$ cat src/rtl/if_fetch_pkg.sv
// Shared widths, reset/enable constants and the IF/ID record for the fetch stage.
package if_fetch_pkg;
  localparam int ADDR_W = 32;
  localparam int INST_W = 32;

  localparam logic [ADDR_W-1:0] RESET_VECTOR = 32'h0000_0000;
  localparam logic [INST_W-1:0] ZERO_WORD    = 32'h0000_0000;
  localparam logic [ADDR_W-1:0] INST_STEP    = 32'd4;
  localparam logic              CHIP_ENABLE  = 1'b1;
  localparam logic              CHIP_DISABLE = 1'b0;
  localparam logic              RST_ENABLE   = 1'b1;

  typedef struct packed {
    logic [ADDR_W-1:0] pc;
    logic [INST_W-1:0] inst;
    logic              valid;
    logic              adel;
  } if_id_t;

  localparam if_id_t IF_ID_BUBBLE = '{pc: ZERO_WORD, inst: ZERO_WORD, valid: 1'b0, adel: 1'b0};

  function automatic logic misaligned(input logic [ADDR_W-1:0] a);
    return a[1:0] != 2'b00;
  endfunction
endpackage

$ cat src/rtl/if_fetch_if_id_reg.sv
// IF/ID pipeline register: bubbles on flush or IF-only stall, holds on ID stall, else captures.
module if_id_reg
  import if_fetch_pkg::*;
(
  input  logic              clk,
  input  logic              rst,
  input  logic              i_flush,
  input  logic              i_stall_if,
  input  logic              i_stall_id,
  input  logic [ADDR_W-1:0] i_pc,
  input  logic              i_ce,
  input  logic [INST_W-1:0] i_inst,
  output logic [ADDR_W-1:0] o_id_pc,
  output logic [INST_W-1:0] o_id_inst,
  output logic              o_id_valid,
  output logic              o_id_adel
);
  if_id_t r_id;
  if_id_t w_capture;
  logic   w_adel;

  always_comb begin
    w_adel          = misaligned(i_pc);
    w_capture.pc    = i_pc;
    w_capture.valid = i_ce;
    w_capture.adel  = w_adel;
    // never forward ROM data for a misaligned or disabled fetch
    w_capture.inst  = (w_adel || i_ce == CHIP_DISABLE) ? ZERO_WORD : i_inst;
  end

  always_ff @(posedge clk) begin
    if (rst == RST_ENABLE) begin
      r_id <= IF_ID_BUBBLE;
    end else if (i_flush || (i_stall_if && !i_stall_id)) begin
      r_id <= IF_ID_BUBBLE;
    end else if (!i_stall_id) begin
      r_id <= w_capture;
    end
  end

  assign o_id_pc    = r_id.pc;
  assign o_id_inst  = r_id.inst;
  assign o_id_valid = r_id.valid;
  assign o_id_adel  = r_id.adel;
endmodule

$ cat src/rtl/if_fetch.sv
// Instruction fetch: PC sequencing with flush/stall/branch priority and a one-entry
// pending branch that survives an IF stall; feeds the IF/ID register one cycle later.
module if_fetch
  import if_fetch_pkg::*;
(
  input  logic              clk,
  input  logic              rst,
  input  logic              stall_if,
  input  logic              stall_id,
  input  logic              flush,
  input  logic [ADDR_W-1:0] new_pc,
  input  logic              branch_flag_i,
  input  logic [ADDR_W-1:0] branch_target_i,
  input  logic [INST_W-1:0] rom_inst_i,
  output logic              rom_ce_o,
  output logic [ADDR_W-1:0] rom_addr_o,
  output logic [ADDR_W-1:0] id_pc_o,
  output logic [INST_W-1:0] id_inst_o,
  output logic              id_valid_o,
  output logic              id_adel_o
);
  logic              r_ce;
  logic [ADDR_W-1:0] r_pc;
  logic              r_pend_valid;
  logic [ADDR_W-1:0] r_pend_target;
  logic [ADDR_W-1:0] w_pc_next;

  always_comb begin
    w_pc_next = r_pc + INST_STEP;
    if (flush)              w_pc_next = new_pc;
    else if (stall_if)      w_pc_next = r_pc;
    else if (r_pend_valid)  w_pc_next = r_pend_target;
    else if (branch_flag_i) w_pc_next = branch_target_i;
  end

  always_ff @(posedge clk) begin
    if (rst == RST_ENABLE) begin
      r_ce <= CHIP_DISABLE;
      r_pc <= RESET_VECTOR;
    end else begin
      r_ce <= CHIP_ENABLE;
      // PC stays at the reset vector until the ROM has been enabled for one cycle
      r_pc <= (r_ce == CHIP_DISABLE) ? RESET_VECTOR : w_pc_next;
    end
  end

  always_ff @(posedge clk) begin
    if (rst == RST_ENABLE) begin
      r_pend_valid  <= 1'b0;
      r_pend_target <= ZERO_WORD;
    end else if (flush) begin
      r_pend_valid  <= 1'b0;
    end else if (stall_if && branch_flag_i) begin
      r_pend_valid  <= 1'b1;
      r_pend_target <= branch_target_i;
    end else if (!stall_if) begin
      r_pend_valid  <= 1'b0;
    end
  end

  assign rom_ce_o   = r_ce;
  assign rom_addr_o = r_pc;

  if_id_reg u_if_id_reg (
    .clk        (clk),
    .rst        (rst),
    .i_flush    (flush),
    .i_stall_if (stall_if),
    .i_stall_id (stall_id),
    .i_pc       (r_pc),
    .i_ce       (r_ce),
    .i_inst     (rom_inst_i),
    .o_id_pc    (id_pc_o),
    .o_id_inst  (id_inst_o),
    .o_id_valid (id_valid_o),
    .o_id_adel  (id_adel_o)
  );
endmodule
$ cat config.mk
export PLATFORM = sky130hd
export DESIGN_NAME = if_fetch
export DESIGN_NICKNAME = d
export VERILOG_FILES = /design/src/rtl/if_fetch_pkg.sv /design/src/rtl/if_fetch_if_id_reg.sv /design/src/rtl/if_fetch.sv
export SDC_FILE = /design/constraint.sdc
export NUM_CORES = 1
export LEC_CHECK = 0
export CORE_MARGIN = 2
export CORE_UTILIZATION = 30
export DETAILED_ROUTE_END_ITERATION = 10
export GPL_TIMING_DRIVEN = 1
export SETUP_SLACK_MARGIN = 0.05
export SYNTH_ARGS = -nofsm -noshare
export SYNTH_HDL_FRONTEND = slang
export SYNTH_HIERARCHICAL = 1
export SYNTH_SLANG_ARGS = --single-unit
$ cat constraint.sdc
create_clock -name clk -period 2.7 [get_ports clk]
set_clock_uncertainty 0.1 [all_clocks]
set_input_delay 0.675 -clock clk [delete_from_list [all_inputs] [get_ports clk]]
set_output_delay 0.675 -clock clk [all_outputs]
set_load 0.01 [all_outputs]
After elaboration in Yosys (flattened, before gate mapping)
Cells that the tools add are included.
{"block": "classes", "eq_ne": 2, "multipliers": 0, "n_addsub": 1, "shift": 0, "reduce_logical": 10, "muxes": 8, "div": 0, "n_bitwise": 2, "order_cmp": 0}
{"op": "$mux W32", "count": 5}
{"op": "$add A32 B3 Y32 const B", "count": 1}
{"op": "$reduce_or A2 Y1", "count": 3}
{"op": "$ne A2 B1 Y1 const B", "count": 2}
{"op": "$mux W1", "count": 3}
{"op": "$logic_and A1 B1 Y1", "count": 2}
{"op": "$logic_or A1 B1 Y1", "count": 2}
{"op": "$not A1 Y1", "count": 2}
{"op": "$reduce_and A2 Y1", "count": 1}
{"op": "$reduce_bool A2 Y1", "count": 1}
{"op": "$logic_not A1 Y1", "count": 1}
{"block": "word_totals", "elab_cells": 31, "rom_bits": 0, "mem_count": 0, "ramBits": 0, "latchBits": 0, "ff_bits": 132}

Logic depth before layout (Yosys ltp)
Gate-level depths: netlist of the first run.
{"block": "depth", "ltp_word": 5, "ltp_mapped": 7, "mapped_depth_nobuf": 6}

Modules after synthesis
Netlist of the first run, hierarchy kept.
{"mod": "if_fetch", "area_per_inst_um2": 3953.8, "cells_per_inst": 550, "instances": 1, "seq_area_each_um2": 1321.3}
{"mod": "if_id_reg", "area_per_inst_um2": 2301.0, "cells_per_inst": 221, "instances": 1, "seq_area_each_um2": 1321.3}

Worst setup path after synthesis of the first run
OpenSTA, ideal clock, no wires.
{"block": "synth_timing", "path_type": "register to register", "start": "register r_pc[2] (netlist: rom_addr_o[2])", "end": "register r_pc[16] (netlist: rom_addr_o[16])", "arrival_ns": 1.875, "required_ns": 2.468, "path_stages_with_launch": 7, "setup_time_ns": 0.132, "slack_ns": 0.593, "path_cell_list": "dfxtp_1 -> ha_1 -> nand3_1 -> nor4_1 -> mux2_2 -> a221oi_1 -> a21oi_1"}
{"block": "synth_between", "elab_chain_cells": 5}
{"element": "start: declaration", "line_no": "if_fetch.sv:23", "text": "logic [ADDR_W-1:0] r_pc;"}
{"element": "start signal: assignment", "line_no": "if_fetch.sv:43", "text": "r_pc <= (r_ce == CHIP_DISABLE) ? RESET_VECTOR : w_pc_next;"}
{"element": "$add A32 B3 Y32", "line_no": "if_fetch.sv:29", "text": "w_pc_next = r_pc + INST_STEP;"}
{"element": "$mux W32", "line_no": "if_fetch.sv:33", "text": "else if (branch_flag_i) w_pc_next = branch_target_i;"}
{"element": "$mux W32", "line_no": "if_fetch.sv:32", "text": "else if (r_pend_valid) w_pc_next = r_pend_target;"}
{"element": "$mux W32", "line_no": "if_fetch.sv:31", "text": "else if (stall_if) w_pc_next = r_pc;"}
{"element": "$mux W32", "line_no": "if_fetch.sv:30", "text": "if (flush) w_pc_next = new_pc;"}
No other way between the ends. The select of a mux whose other input is x is not followed.
A chain may end at the register's enable or synchronous reset.

Worst setup path after layout of the first run
{"block": "layout_timing", "start": "register r_pc[9] (netlist: rom_addr_o[9])", "end": "output port rom_addr_o[9]"}
{"element": "end: declaration", "line_no": "if_fetch.sv:16", "text": "output logic [ADDR_W-1:0] rom_addr_o,"}
No word-level cell between the ends.

==> results.sh, run 1 <==
export IMPL_grt_max_degree=53
export IMPL_viasPerCell=5.19
export IMPL_cts_htree_levels=4
export IMPL_port_buffers=200
export IMPL_crit_chain="buf_4 -> clkdlybuf4s50_1"
export IMPL_slew_headroom_pct=52.3
export IMPL_grt_ovfl_total=0
export IMPL_grt_pass1_wl_mm=34.7
export IMPL_holdPathEnd="r_pend_target[1]$_SDFFE_PP0P_"
export IMPL_cp_num_buf_inv=2
export IMPL_rr_worst_depth=5
export IMPL_clock_fmax_mhz=419
export IMPL_reg2reg_slack_ns=0.40
export IMPL_num_vias=6493
export IMPL_power_mw=5.10
export IMPL_powerDensity_nw_per_um2=552
export IMPL_cp_slowest_stage_delay_ns=0.54
export IMPL_ant_nets=0
export IMPL_critical_path_depth=2
export IMPL_synthesis_nets=874
export IMPL_initial_utilization_pct=30.7
export IMPL_first_pass_iters=7
export IMPL_synthCells=771
export IMPL_p_leak_nw=3.34
export IMPL_clock_sinks=132
export IMPL_cts_tree="yes"
export IMPL_slowest_stage="clkdlybuf4s50_1"
export IMPL_hold_viol=0
export IMPL_tightest_slew_ns=0.712
export IMPL_gp_congestion=0.884
export IMPL_critPathRequiredTime_ns=1.92
export IMPL_dp_hpwl_mm=16.5
export IMPL_die_area_um2=22000
export IMPL_drt_iter0_drc=561
export IMPL_clock_path_buffers=2
export IMPL_clkSlewWorstSetupHoldPaths_ns=0.06
export IMPL_yosysUniqueCellTypes=56
export IMPL_yosysWarnings=6
export IMPL_reg2reg_to="rom_addr_o[29]$_SDFFE_PP0P_"
export IMPL_maxCapViolCount=0
export IMPL_yosysSeqAreaShare_pct=42.2
export IMPL_crit_arrival_ns=1.61
export IMPL_dieHeight_um=148
export IMPL_synth_area_top_cells="dfxtp_1 42%, a21oi_1 6.2%, mux2i_1 6.1%"
export IMPL_fp_coreArea_um2=20400
export IMPL_ios=201
export IMPL_hold_depth=2
export IMPL_crit_path_end_kind="output pin"
export IMPL_finalWorstSetupSlack_ns=0.316
export IMPL_rows=52
export IMPL_post_route_min_period_ns=2.38
export IMPL_antenna_found_initial=0
export IMPL_synth_top_area_cell="dfxtp_1"
export IMPL_synth_edf_count=0
export IMPL_syn2layout_area_growth_pct=47.9
export IMPL_drt_wl_total_mm=22.6
export IMPL_avgSynthCellArea_um2=8.11
export IMPL_min_delay_start="r_pend_target[1]$_SDFFE_PP0P_"
export IMPL_async_flop_share_pct=0
export IMPL_grt_setup_unrepaired="false"
export IMPL_synth_most_common_cell="dfxtp_1"
export IMPL_ir_drop_v=0.000384
export IMPL_critPathMaxFanout=6
export IMPL_start_kind="flop"
export IMPL_post_drt_wl_per_cell_um=18.1
export IMPL_cts_setup_buffers=0
export IMPL_crit_type="flop to output pin"
export IMPL_drcViolationCount=0
export IMPL_timing_final_crit_share_pct=88.3
export IMPL_finalSetupViolCount=0
export IMPL_drive_gt1_share_pct=9.47
export IMPL_synth_seq_cells=132
export IMPL_pre_cts_ws_ns=0.283
export IMPL_antenna_cells=0
export IMPL_cts_root_buf="clkbuf_16"
export IMPL_grt_usage_pct=20.2
export IMPL_status="finished, final reports clean"
export IMPL_hp_class="flop to flop"
export IMPL_clock_latency_ns=0.42
export IMPL_final_core_util_pct=45.4
export IMPL_r2r_start="rom_addr_o[22]$_SDFFE_PP0P_"
export IMPL_nets=1072
export IMPL_cts_made_buffers=17
export IMPL_fin_setup_tns_ns=0
export IMPL_synthFlopType="dfxtp_1"
export IMPL_cts_resized=0
export IMPL_synthTopCellsByCount="132 x dfxtp_1, 99 x nand2_1, 90 x nor2_1"
export IMPL_grt_pass1_vias=6027
export IMPL_hold_buffers=0
export IMPL_die_w_um=148
export IMPL_slew_viol_final=0
export IMPL_syn_area_um2=6250
export IMPL_yosysTopAreaCellShare_pct=42.2
export IMPL_cpLargestDelayFamily="buffers and inverters"
==> flip-flops by register name, summed over array words and instances (netlist names) <==
name and count:
u_if_id_reg/o_id_inst 32, u_if_id_reg/o_id_valid 1, rom_ce_o 1, u_if_id_reg/o_id_pc 32, r_pend_target 32, u_if_id_reg/o_id_adel 1, r_pend_valid 1, rom_addr_o 32
==> routing by layer <==
| metal | part of all wire (%) | GRT usage [%] | vias up |
|---|---|---|---|
| li1 | - | - | 3136 |
| met1 | 47 | 28.3 | 3036 |
| met2 | 44 | 31.0 | 295 |
| met3 | 7.9 | 5.25 | 26 |
| met4 | 1.4 | 4.90 | 0 |
| met5 | 0 | 0 | - |
==> worst max-delay path by stage <==
stage	from	to
floorplan	rom_addr_o[2]$_SDFFE_PP0P_	rom_addr_o[16]$_SDFFE_PP0P_
global route	rom_addr_o[22]$_SDFFE_PP0P_	rom_addr_o[29]$_SDFFE_PP0P_
global placement	rst	rom_addr_o[30]$_SDFFE_PP0P_
detailed placement	branch_flag_i	rom_addr_o[29]$_SDFFE_PP0P_
finish	rom_addr_o[9]$_SDFFE_PP0P_	rom_addr_o[9]
CTS	rom_addr_o[9]$_SDFFE_PP0P_	rom_addr_o[9]
==> power breakdown <==
part | switching (mW) | internal (mW) | total [mW] | leakage [nW]
clock | 0.903 | 1.47 | 2.38 | 0.285
combinational | 0.333 | 0.341 | 0.674 | 1.98
sequential | 0.0551 | 2.00 | 2.06 | 1.07
==> tightest hold or removal path, delay by kind of cell, from the launching register on <==
kind               cells  cell delay, ns
and+or+nand+nor        1            0.05
AOI/OAI and AO/OA      1            0.05
DFF                    1            0.31
==> kinds of logic after synthesis <==
group                      synth area share [%]
and+or+nand+nor                            22.4
AOI/OAI and AO/OA                          20.9
DFF                                        42.2
buffers and inverters                      5.72
muxes                                      6.26
xor gates and xnor gates                   2.24
adders and majority gates                 0.200
==> layout by cell type (no fill, tap or decap), drive strengths merged, types with 12 or more instances in the layout <==
cell type	n
nor2	90
mux2i	38
inv	18
nor3	16
buf	46
and3	12
clkdlybuf4s50	197
nand3	22
nor2b	15
nand4	14
nand2	99
clkbuf	19
o21ai	31
dfxtp	132
a22oi	34
a21oi	77
==> per-stage QoR <==
step	instance area, µm²	instances	hold slack (ns)
6_report	9250	1252	0.351
3_5_place_dp	8650	1220	0.344
2_1_floorplan	6250	771	0.332
3_3_place_gp	8650	1220	0.340
4_1_cts	9250	1252	0.353
5_1_grt	9250	1252	0.369
==> final cells by class <==
type                       count  area, µm²
clock buffer                  19        443
clock inverter                13        158
fill                        2049      11100
inverter                      17       63.8
multi-input combinational    558       3270
sequential                   132       2640
tap                          270        338
timing repair buffer         243       2340
No activity file was read; power rests on OpenSTA's default activity.
==> run 2: changes to the inputs <==
--- a/config.mk
+++ b/config.mk
@@ -10,6 +10,7 @@
 export DETAILED_ROUTE_END_ITERATION = 10
 export GPL_TIMING_DRIVEN = 1
 export SETUP_SLACK_MARGIN = 0.05
+export SLEW_MARGIN = 20
 export SYNTH_ARGS = -nofsm -noshare
 export SYNTH_HDL_FRONTEND = slang
 export SYNTH_HIERARCHICAL = 1
==> results of run 2 <==
Same layout as run 1: the final DEF is identical, and so are final timing and power.
